===== src/rtl/serial_7seg_rx.sv =====
`default_nettype none
// ============================================================================
//  Module   : serial_7seg_rx
//  Purpose  : 8N1 UART receiver that decodes ASCII characters into four
//             active-low 7-segment patterns for a multiplexed display driver.
//             Hex characters scroll in from the right; DIGIT0 is the newest.
//  Ports    : CLK       system clock, all logic on posedge
//             RST       asynchronous, active-high reset
//             BAUD_DIV  CLK cycles per bit (>= 4, held static)
//             RXD       asynchronous serial input, idle high, LSB first
//             RX_DATA   last correctly framed byte
//             RX_VALID  1-cycle pulse per correctly framed byte
//             FERR      1-cycle pulse per framing error (stop bit low)
//             DIGIT0..3 segment patterns {dp,g,f,e,d,c,b,a}, 0 = lit
//  Revision : 1.0  initial release
// ============================================================================
module serial_7seg_rx #(
    parameter int DIV_BW = 16
) (
    input  logic              CLK,
    input  logic              RST,
    input  logic [DIV_BW-1:0] BAUD_DIV,
    input  logic              RXD,
    output logic [7:0]        RX_DATA,
    output logic              RX_VALID,
    output logic              FERR,
    output logic [7:0]        DIGIT0,
    output logic [7:0]        DIGIT1,
    output logic [7:0]        DIGIT2,
    output logic [7:0]        DIGIT3
);

    typedef enum logic [2:0] {
        S_IDLE  = 3'd0,
        S_START = 3'd1,
        S_DATA  = 3'd2,
        S_STOP  = 3'd3,
        S_BREAK = 3'd4
    } state_t;

    localparam logic [7:0]        c_BLANK    = 8'hFF;
    localparam logic [7:0]        c_CH_SPACE = 8'h20;
    localparam logic [7:0]        c_CH_DOT   = 8'h2E;
    localparam logic [7:0]        c_CH_ESC   = 8'h1B;
    localparam logic [DIV_BW-1:0] c_ONE      = {{(DIV_BW-1){1'b0}}, 1'b1};

    // Returns {hit, pattern}; hit is set for '0'-'9', 'A'-'F', 'a'-'f'.
    function automatic logic [8:0] hex_seg(input logic [7:0] ch);
        logic [3:0] v;
        logic       hit;
        logic [7:0] pat;
        v   = 4'h0;
        hit = 1'b0;
        pat = c_BLANK;
        if (ch >= 8'h30 && ch <= 8'h39) begin
            v   = ch[3:0];
            hit = 1'b1;
        end else if ((ch >= 8'h41 && ch <= 8'h46) || (ch >= 8'h61 && ch <= 8'h66)) begin
            // low nibble of 'A'/'a' is 1, so +9 yields 10..15
            v   = ch[3:0] + 4'd9;
            hit = 1'b1;
        end
        case (v)
            4'h0: pat = 8'hC0;
            4'h1: pat = 8'hF9;
            4'h2: pat = 8'hA4;
            4'h3: pat = 8'hB0;
            4'h4: pat = 8'h99;
            4'h5: pat = 8'h92;
            4'h6: pat = 8'h82;
            4'h7: pat = 8'hF8;
            4'h8: pat = 8'h80;
            4'h9: pat = 8'h90;
            4'hA: pat = 8'h88;
            4'hB: pat = 8'h83;
            4'hC: pat = 8'hC6;
            4'hD: pat = 8'hA1;
            4'hE: pat = 8'h86;
            default: pat = 8'h8E;
        endcase
        return {hit, pat};
    endfunction

    // ------------------------------------------------------------------
    // Input synchroniser
    // ------------------------------------------------------------------
    logic r_rx_meta;
    logic r_rxs;

    always_ff @(posedge CLK or posedge RST) begin
        if (RST) begin
            r_rx_meta <= 1'b1;
            r_rxs     <= 1'b1;
        end else begin
            r_rx_meta <= RXD;
            r_rxs     <= r_rx_meta;
        end
    end

    // ------------------------------------------------------------------
    // Receiver FSM, output registers and digit shift register
    // ------------------------------------------------------------------
    state_t            r_state;
    logic [DIV_BW-1:0] r_bc;
    logic [2:0]        r_bit_idx;
    logic [7:0]        r_shift;
    logic              r_pend_valid;   // stop bit good, publish next edge
    logic              r_pend_ferr;    // stop bit bad, flag next edge
    logic [7:0]        r_rx_data;
    logic              r_rx_valid;
    logic              r_ferr;
    logic [7:0]        r_digit0;
    logic [7:0]        r_digit1;
    logic [7:0]        r_digit2;
    logic [7:0]        r_digit3;

    logic [DIV_BW-1:0] w_half;
    logic [DIV_BW-1:0] w_last;
    logic [8:0]        w_seg;

    assign w_half = BAUD_DIV >> 1;
    assign w_last = BAUD_DIV - c_ONE;
    assign w_seg  = hex_seg(r_shift);

    always_ff @(posedge CLK or posedge RST) begin
        if (RST) begin
            r_state      <= S_IDLE;
            r_bc         <= '0;
            r_bit_idx    <= 3'd0;
            r_shift      <= 8'h00;
            r_pend_valid <= 1'b0;
            r_pend_ferr  <= 1'b0;
            r_rx_data    <= 8'h00;
            r_rx_valid   <= 1'b0;
            r_ferr       <= 1'b0;
            r_digit0     <= c_BLANK;
            r_digit1     <= c_BLANK;
            r_digit2     <= c_BLANK;
            r_digit3     <= c_BLANK;
        end else begin
            r_rx_valid   <= 1'b0;
            r_ferr       <= 1'b0;
            r_pend_valid <= 1'b0;
            r_pend_ferr  <= 1'b0;

            // r_shift is stable here: a new frame cannot reach DATA
            // within one cycle of the stop-bit sample.
            if (r_pend_valid) begin
                r_rx_valid <= 1'b1;
                r_rx_data  <= r_shift;
                if (w_seg[8]) begin
                    r_digit3 <= r_digit2;
                    r_digit2 <= r_digit1;
                    r_digit1 <= r_digit0;
                    r_digit0 <= w_seg[7:0];
                end else if (r_shift == c_CH_SPACE) begin
                    r_digit3 <= r_digit2;
                    r_digit2 <= r_digit1;
                    r_digit1 <= r_digit0;
                    r_digit0 <= c_BLANK;
                end else if (r_shift == c_CH_DOT) begin
                    r_digit0[7] <= 1'b0;
                end else if (r_shift == c_CH_ESC) begin
                    r_digit0 <= c_BLANK;
                    r_digit1 <= c_BLANK;
                    r_digit2 <= c_BLANK;
                    r_digit3 <= c_BLANK;
                end
            end

            if (r_pend_ferr) begin
                r_ferr <= 1'b1;
            end

            case (r_state)
                S_IDLE: begin
                    r_bc <= '0;
                    if (!r_rxs) begin
                        r_state <= S_START;
                    end
                end
                S_START: begin
                    // mid-start-bit check rejects short low glitches
                    if (r_bc == w_half) begin
                        r_bc      <= '0;
                        r_bit_idx <= 3'd0;
                        r_state   <= r_rxs ? S_IDLE : S_DATA;
                    end else begin
                        r_bc <= r_bc + c_ONE;
                    end
                end
                S_DATA: begin
                    if (r_bc == w_last) begin
                        r_bc    <= '0;
                        r_shift <= {r_rxs, r_shift[7:1]};
                        if (r_bit_idx == 3'd7) begin
                            r_state <= S_STOP;
                        end else begin
                            r_bit_idx <= r_bit_idx + 3'd1;
                        end
                    end else begin
                        r_bc <= r_bc + c_ONE;
                    end
                end
                S_STOP: begin
                    if (r_bc == w_last) begin
                        r_bc <= '0;
                        if (r_rxs) begin
                            r_state      <= S_IDLE;
                            r_pend_valid <= 1'b1;
                        end else begin
                            r_state     <= S_BREAK;
                            r_pend_ferr <= 1'b1;
                        end
                    end else begin
                        r_bc <= r_bc + c_ONE;
                    end
                end
                S_BREAK: begin
                    // a line held low produces a single FERR
                    r_bc <= '0;
                    if (r_rxs) begin
                        r_state <= S_IDLE;
                    end
                end
                default: begin
                    r_state <= S_IDLE;
                    r_bc    <= '0;
                end
            endcase
        end
    end

    assign RX_DATA  = r_rx_data;
    assign RX_VALID = r_rx_valid;
    assign FERR     = r_ferr;
    assign DIGIT0   = r_digit0;
    assign DIGIT1   = r_digit1;
    assign DIGIT2   = r_digit2;
    assign DIGIT3   = r_digit3;

endmodule
`default_nettype wire

===== config.mk =====
export PLATFORM = sky130hd
export DESIGN_NAME = serial_7seg_rx
export DESIGN_NICKNAME = d
export VERILOG_FILES = /design/src/rtl/serial_7seg_rx.sv
export SDC_FILE = /design/constraint.sdc
export NUM_CORES = 1
export LEC_CHECK = 0
export ABC_AREA = 0
export CAP_MARGIN = 10
export CORE_MARGIN = 5
export CORE_UTILIZATION = 38
export DETAILED_ROUTE_END_ITERATION = 6
export SLEW_MARGIN = 20
export SYNTH_ARGS = -nofsm -noshare
export SYNTH_HDL_FRONTEND = slang
export SYNTH_SLANG_ARGS = --single-unit
export TNS_END_PERCENT = 10

===== constraint.sdc =====
create_clock -name CLK -period 3.4 [get_ports CLK]
set_clock_uncertainty 0.15 [all_clocks]
set_input_delay 0.51 -clock CLK [delete_from_list [all_inputs] [get_ports CLK]]
set_output_delay 0.51 -clock CLK [all_outputs]
set_load 0.03 [all_outputs]

==> results of run 1 <==
-- final cells by class --
| class | instances | area [sq um] |
|---|---|---|
| clock buffer | 13 | 304.0 |
| clock inverter | 3 | 47.55 |
| fill | 1073 | 5617 |
| inverter | 19 | 71.32 |
| multi-input combinational | 304 | 2307 |
| sequential | 76 | 1944 |
| tap | 143 | 178.9 |
| timing repair buffer | 103 | 948.4 |
-- cell families after synthesis --
group / count (synthesis) / share of synthesized area
multiplexers: 29 / 0.07009
buffers and inverters: 43 / 0.04183
flip-flops: 76 / 0.4392
AO/OA/AOI/OAI: 96 / 0.1622
AND/OR/NAND/NOR: 120 / 0.1580
XOR/XNOR: 45 / 0.08903
adder cells (fa/ha/maj): 14 / 0.03957
-- final timing paths --
| kind | from | to | slack, ps | cells after the start |
|---|---|---|---|---|
| max | BAUD_DIV[0] | r_bc[1] | 150 | 12 |
| min reg2reg | r_rx_meta | r_rxs | 210 | 0 |
| max reg2reg | r_shift[1] | DIGIT0[3] | 370 | 9 |
| max in group asynchronous | RST | DIGIT3[7] | 2300 | 3 |
| min in group asynchronous | RST | r_bc[15] | 450 | 3 |
| min | r_rx_meta | r_rxs | 210 | 0 |
-- metal layers --
layer  GRT usage  vias to the layer above
met3     0.03652                       11
met1      0.1992                     1693
met4     0.03154                        0
li1            -                     1723
met2      0.2468                       49
met5           0                        -
-- power breakdown --
part	total, uW	switching (uW)	leakage, uW	internal (uW)
clock	1070	366	0.000171	705
sequential	1090	120	0.000909	970
combinational	410	185	0.00136	225
total	2570	672	0.00244	1900
-- repair_timing --
action,in CTS,in global routing
buffers inserted,0,0
hold buffers,0,0
setup endpoints to repair,0,22
gates resized for setup,0,1
-- sequential cells by signal, summed over array words and instances, names as in the netlist --
register,flops
RX_VALID,1
r_rx_meta,1
DIGIT2,8
r_state,3
RX_DATA,8
r_pend_ferr,1
DIGIT3,8
r_rxs,1
r_pend_valid,1
DIGIT1,8
r_bit_idx,3
r_shift,8
DIGIT0,8
r_bc,16
FERR,1
-- worst max-delay path: stages --
cell and delay, ps:
clkdlybuf4s50_1 430, inv_1 70, ha_1 170, or3b_2 490
buf_4 170, o21ai_0 240, a32o_1 250, o22ai_2 110
or4_4 460, o21ai_4 160, buf_12 150, a21boi_0 80
-- synthesized netlist by cell type (all sizes together), types with 3 or more instances --
cell,count
xor2,29
nor2,27
clkbuf,20
nand2,19
mux2i,13
inv,19
o41ai,3
xnor2,16
a21oi,28
nor2b,6
nor4,11
nand2b,3
buf,4
dfstp,34
nand4,6
mux2,16
or2,3
a31oi,6
nor3,6
o32a,3
a21o,3
dfrtp,42
and3,5
o22a,25
nand3,13
ha,14
o21ai,7
or4,4
a21boi,3
-- through the flow --
step | TNS [ps] | instances | total power, uW | area [sq um]
2_1_floorplan | 0 | 423 | 1378 | 4427
3_3_place_gp | -2925 | 645 | 1498 | 5444
3_5_place_dp | -4337 | 645 | 1514 | 5444
4_1_cts | 0 | 661 | 2600 | 5796
5_1_grt | 0 | 661 | 2716 | 5802
6_report | 0 | 661 | 2572 | 5802
==> impl_metrics.csv, run 1 <==
group,metric,value,unit
status,status,"completed",
logic_synthesis,synth_top_area_share,0.2374,
cts,cts.path.max_buffers,2,
place,gp_congestion,0.8101,
routing,drtAntennaViolNets,0,
cts,cts_buffers,9,
routing,dr_wl_met3,310,um
worst_setup_path,crit_required,3450,ps
logic_synthesis,ys.flop_type,"dfrtp_1",
cts,cts_sinks,76,
sta,post-route-period-util,0.9571,
global_route,grt_max_degree,77,
routing,dr.pass1.iters,5,
logic_synthesis,synth_cells,423,
worst_setup_path,start_kind,"input port",
die,rows,39,
cts,root_buffer,"clkbuf_16",
routing,vias,3476,
final_layout,drive_above_1_share,0.2452,
power_and_ir_drop,powerDensity,443.3,nW/um^2
routing,wl_per_cell,15.64,um
sta,worst_pin_slew,623.5,ps
logic_synthesis,yosysTopAreaCell,"dfrtp_1",
hold_path,holdCritPathClass,"reg2reg",
sta,finalSetupViolCount,0,
global_route,grt.overflow.total,0,
die,ioPinCount,61,
global_route,grt_usage,0.1494,
final_layout,synthToLayoutAreaGrowth,31.06,%
sta,rsz0062_at_grt,"no",
power_and_ir_drop,p_leak,0.002441,uW
global_route,antenna_found_initial,0,
logic_synthesis,yosysSeqAreaShare,0.4392,
routing,drc,0,
final_layout,fin_util,0.5081,
worst_setup_path,critPathCaptureType,"flop",
final_layout,layout_common_cells,"clkdlybuf4s50_1, dfrtp_1, buf_4",
sta,finalWorstSetupSlack,146.0,ps
worst_setup_path,path_max_fanout,16,
cts,cts_tree,"built",
routing,via_per_inst,5.259,
cts,clk_latency,330,ps
die,die_area,13910,sq um
die,dieWidth,117.9,um
logic_synthesis,async_reset_ff_frac,1.000,
sta,final_max_slew_viol_count,0,
cts,path_clk_slew,60,ps
die,floorplan.initialDensity,0.3877,
sta,fin_crit,3254,ps
worst_setup_path,path_class,"in2reg",
final_layout,nets,546,
die,die_y,117.9,um
logic_synthesis,yosys_register_bits,76,
sta,hold_viol_final,0,
logic_synthesis,yosysUniqueCellTypes,62,
routing,maxUsedRoutingLayer,"met4",
global_route,grt_pass1_wl,17630,um
logic_synthesis,synth-edff-count,0,
die,core_area,11420,sq um
logic_synthesis,yosys-top-cells-area,"dfrtp_1, dfstp_2, xor2_1, o22a_1, mux2_2",
sta,whs,206.0,ps
routing,m1WireLength,4934,um
final_layout,final_common_cell,"clkdlybuf4s50_1",
place,port_buffers,60,
logic_synthesis,netlist_area,4427,sq um
sta,timing.fmax,0.3073,GHz
place,post-place-ws,-187.9,ps
cts,htree_levels,3,
logic_synthesis,post_synth.cell_area_avg,10.47,sq um
power_and_ir_drop,peakVddDrop,284.1,uV
logic_synthesis,syn_nets,456,
routing,routed-wl-met2,5013,um
place,dp_hpwl,7519,um
sta,maxSlewHeadroom,0.5843,
logic_synthesis,ys_warn_count,0,
global_route,grt_pass1_vias,3567,
routing,drt_wl_total,10340,um
worst_setup_path,cp.arrival,3300,ps
final_layout,diodes,0,
routing,first_iter_violations,219,
run,maxCapViolations,0,
Note: power is estimated with default switching activity, not from simulation.
==> inputs of run 2 (changes only) <==
--- a/config.mk
+++ b/config.mk
@@ -8,8 +8,9 @@
 export ABC_AREA = 0
 export CAP_MARGIN = 10
 export CORE_MARGIN = 5
-export CORE_UTILIZATION = 38
+export CORE_UTILIZATION = 55
 export DETAILED_ROUTE_END_ITERATION = 6
+export PLACE_DENSITY = 0.8
 export SLEW_MARGIN = 20
 export SYNTH_ARGS = -nofsm -noshare
 export SYNTH_HDL_FRONTEND = slang
==> impl_metrics.csv, run 2 (synthesized netlist as in run 1, its figures left out) <==
group,metric,value,unit
place,post-place-ws,-206.9,ps
power_and_ir_drop,p_sw_frac,0.3172,
cts,cts_hold_buf,0,
sta,timing.fmax,0.3060,GHz
worst_setup_path,reg2reg_slack,350,ps
cts,htree_levels,3,
global_route,grt_usage,0.2056,
worst_setup_path,reg2reg_from,"r_shift[3]",
routing,via_per_inst,5.729,
sta,maxSlewHeadroom,0.6491,
worst_setup_path,start_kind,"input port",
power_and_ir_drop,powerDensity,390.7,nW/um^2
routing,drtAntennaViolNets,0,
routing,drt_wl_total,9814,um
sta,fin_tns_setup,0,ps
cts,cts_buffers,9,
power_and_ir_drop,power_frac_seq,0.504,
sta,post-route-period-util,0.9612,
power_and_ir_drop,clockPowerShare,0.304,
hold_path,holdCritPathClass,"reg2reg",
cts,cts_tree,"built",
worst_setup_path,crit_required,3480,ps
die,die_area,9943,sq um
final_layout,synthToLayoutAreaGrowth,24.82,%
worst_setup_path,cp.arrival,3350,ps
worst_setup_path,path_class,"in2reg",
routing,wl_per_cell,16.04,um
sta,finalWorstSetupSlack,131.8,ps
power_and_ir_drop,combinationalPowerShare,0.192,
final_layout,diodes,0,
die,ioPinCount,61,
run,maxCapViolations,0,
power_and_ir_drop,switching_power,684.8,uW
final_layout,layout_common_cells,"clkdlybuf4s50_1, dfrtp_1, dfstp_2",
cts,cts_sinks,76,
sta,fin_crit,3268,ps
cts,root_buffer,"clkbuf_8",
cts,clk_latency,350,ps
place,gp_congestion,0.8910,
power_and_ir_drop,p_leak,0.002329,uW
hold_path,hold_start,"r_pend_ferr",
cts,post_cts_buffers,0,
die,die_y,99.72,um
final_layout,fillers,580,
die,dieWidth,99.72,um
worst_setup_path,slowest_stage,"clkdlybuf4s50_1",
global_route,grt_pass1_vias,3523,
global_route,grt_max_degree,77,
worst_setup_path,rr_endpoint,"DIGIT0[3]",
sta,hold_viol_final,0,
routing,first_iter_violations,154,
cts,cts.path.max_buffers,2,
sta,rsz0062_at_grt,"no",
cts,path_clk_slew,80,ps
worst_setup_path,reg2regPathDepth,9,
final_layout,top_register,"r_bc",
place,port_buffers,60,
die,rows,32,
final_layout,drive_above_1_share,0.2333,
routing,drc,0,
final_layout,nets,538,
die,core_area,7767,sq um
sta,worst_pin_slew,526.4,ps
routing,dr.pass1.iters,4,
die,floorplan.initialDensity,0.5699,
sta,final_max_slew_viol_count,0,
final_layout,largest_register_ffs,16,
power_and_ir_drop,p_total,2159,uW
worst_setup_path,critPathCaptureType,"flop",
cts,cts_resized,0,
power_and_ir_drop,p_int,1474,uW
final_layout,final_common_cell,"clkdlybuf4s50_1",
global_route,grt_pass1_wl,16770,um
routing,vias,3506,
worst_setup_path,critical_path.max_stage_delay,470,ps
global_route,antenna_found_initial,0,
final_layout,fin_area,5525,sq um
sta,finalSetupViolCount,0,
place,dp_hpwl,7215,um
place,placed_area,5333,sq um
worst_setup_path,crit_end,"r_bc[1]",
power_and_ir_drop,peakVddDrop,273.9,uV
worst_setup_path,crit_chain,"clkdlybuf4s50_1, inv_1, ha_1, or3b_2, or4_1, a21oi_2, o22ai_2, or4_4, o21ai_4, buf_12, a21boi_0",
worst_setup_path,startpoint,"BAUD_DIV[1]",
worst_setup_path,path_max_fanout,16,
status,status,"completed",
global_route,grt.overflow.total,0,
run 2: cell types whose count changed in the layout (fill, tap and decap cells not counted), sizes merged:
| cell | change |
|---|---|
| buf | -8 |
| bufinv | -1 |
| clkbuf | -4 |
| clkinv | +1 |
| inv | +4 |
run 2: power groups by stage:
stage / Sequential, uW / Combinational (uW) / Clock (uW)
5_1_grt: 1100 / 469 / 723
3_5_place_dp: 1100 / 412 / 0
4_1_cts: 1090 / 416 / 673
3_3_place_gp: 1090 / 399 / 0
2_1_floorplan: 1040 / 340 / 0
6_report: 1090 / 415 / 657
run 2: critical path: cells and delay by family:
family	cells	cell delay, ps
simple gates	3	1360
buf+inv	3	720
fa+ha+maj	1	170
compound gates	4	590
run 2: layer usage:
layer | global-route usage | vias to the layer above | wire (um)
met1 | 0.2794 | 1703 | 4445
met2 | 0.3335 | 75 | 4914
met5 | 0 | - | 0
met4 | 0.06197 | 0 | 73
li1 | - | 1720 | -
met3 | 0.03927 | 8 | 380
run 2: how the worst min path moves through the flow:
stage / depth (start not counted) / endpoint / slack, ps
6_report: 0 / FERR / 200
5_1_grt: 0 / r_rxs / 220
4_1_cts: 0 / FERR / 210
3_5_place_dp: 0 / FERR / 190
3_3_place_gp: 0 / FERR / 180
2_1_floorplan: 0 / FERR / 180
run 2: through the flow:
step	hold WS (ps)	util	instances
after floorplan	181.2	-	423
after global placement	184.6	0.6865	596
after detailed placement	185.5	0.6865	596
after CTS	205.4	0.7113	612
after global routing	217.6	0.7113	612
final	203.7	0.7113	612
run 2: cell type report:
class                   instances  area [sq um]  area share
multi-input cells             304          2301      0.4164
flip-flops and latches         76          1944      0.3519
repair buffers                 95         888.4      0.1608
well taps                     102         127.6     0.02310
clock buffers                   9         123.9     0.02242
inverters                      19         71.32     0.01291
clock inverters                 7         68.82     0.01245
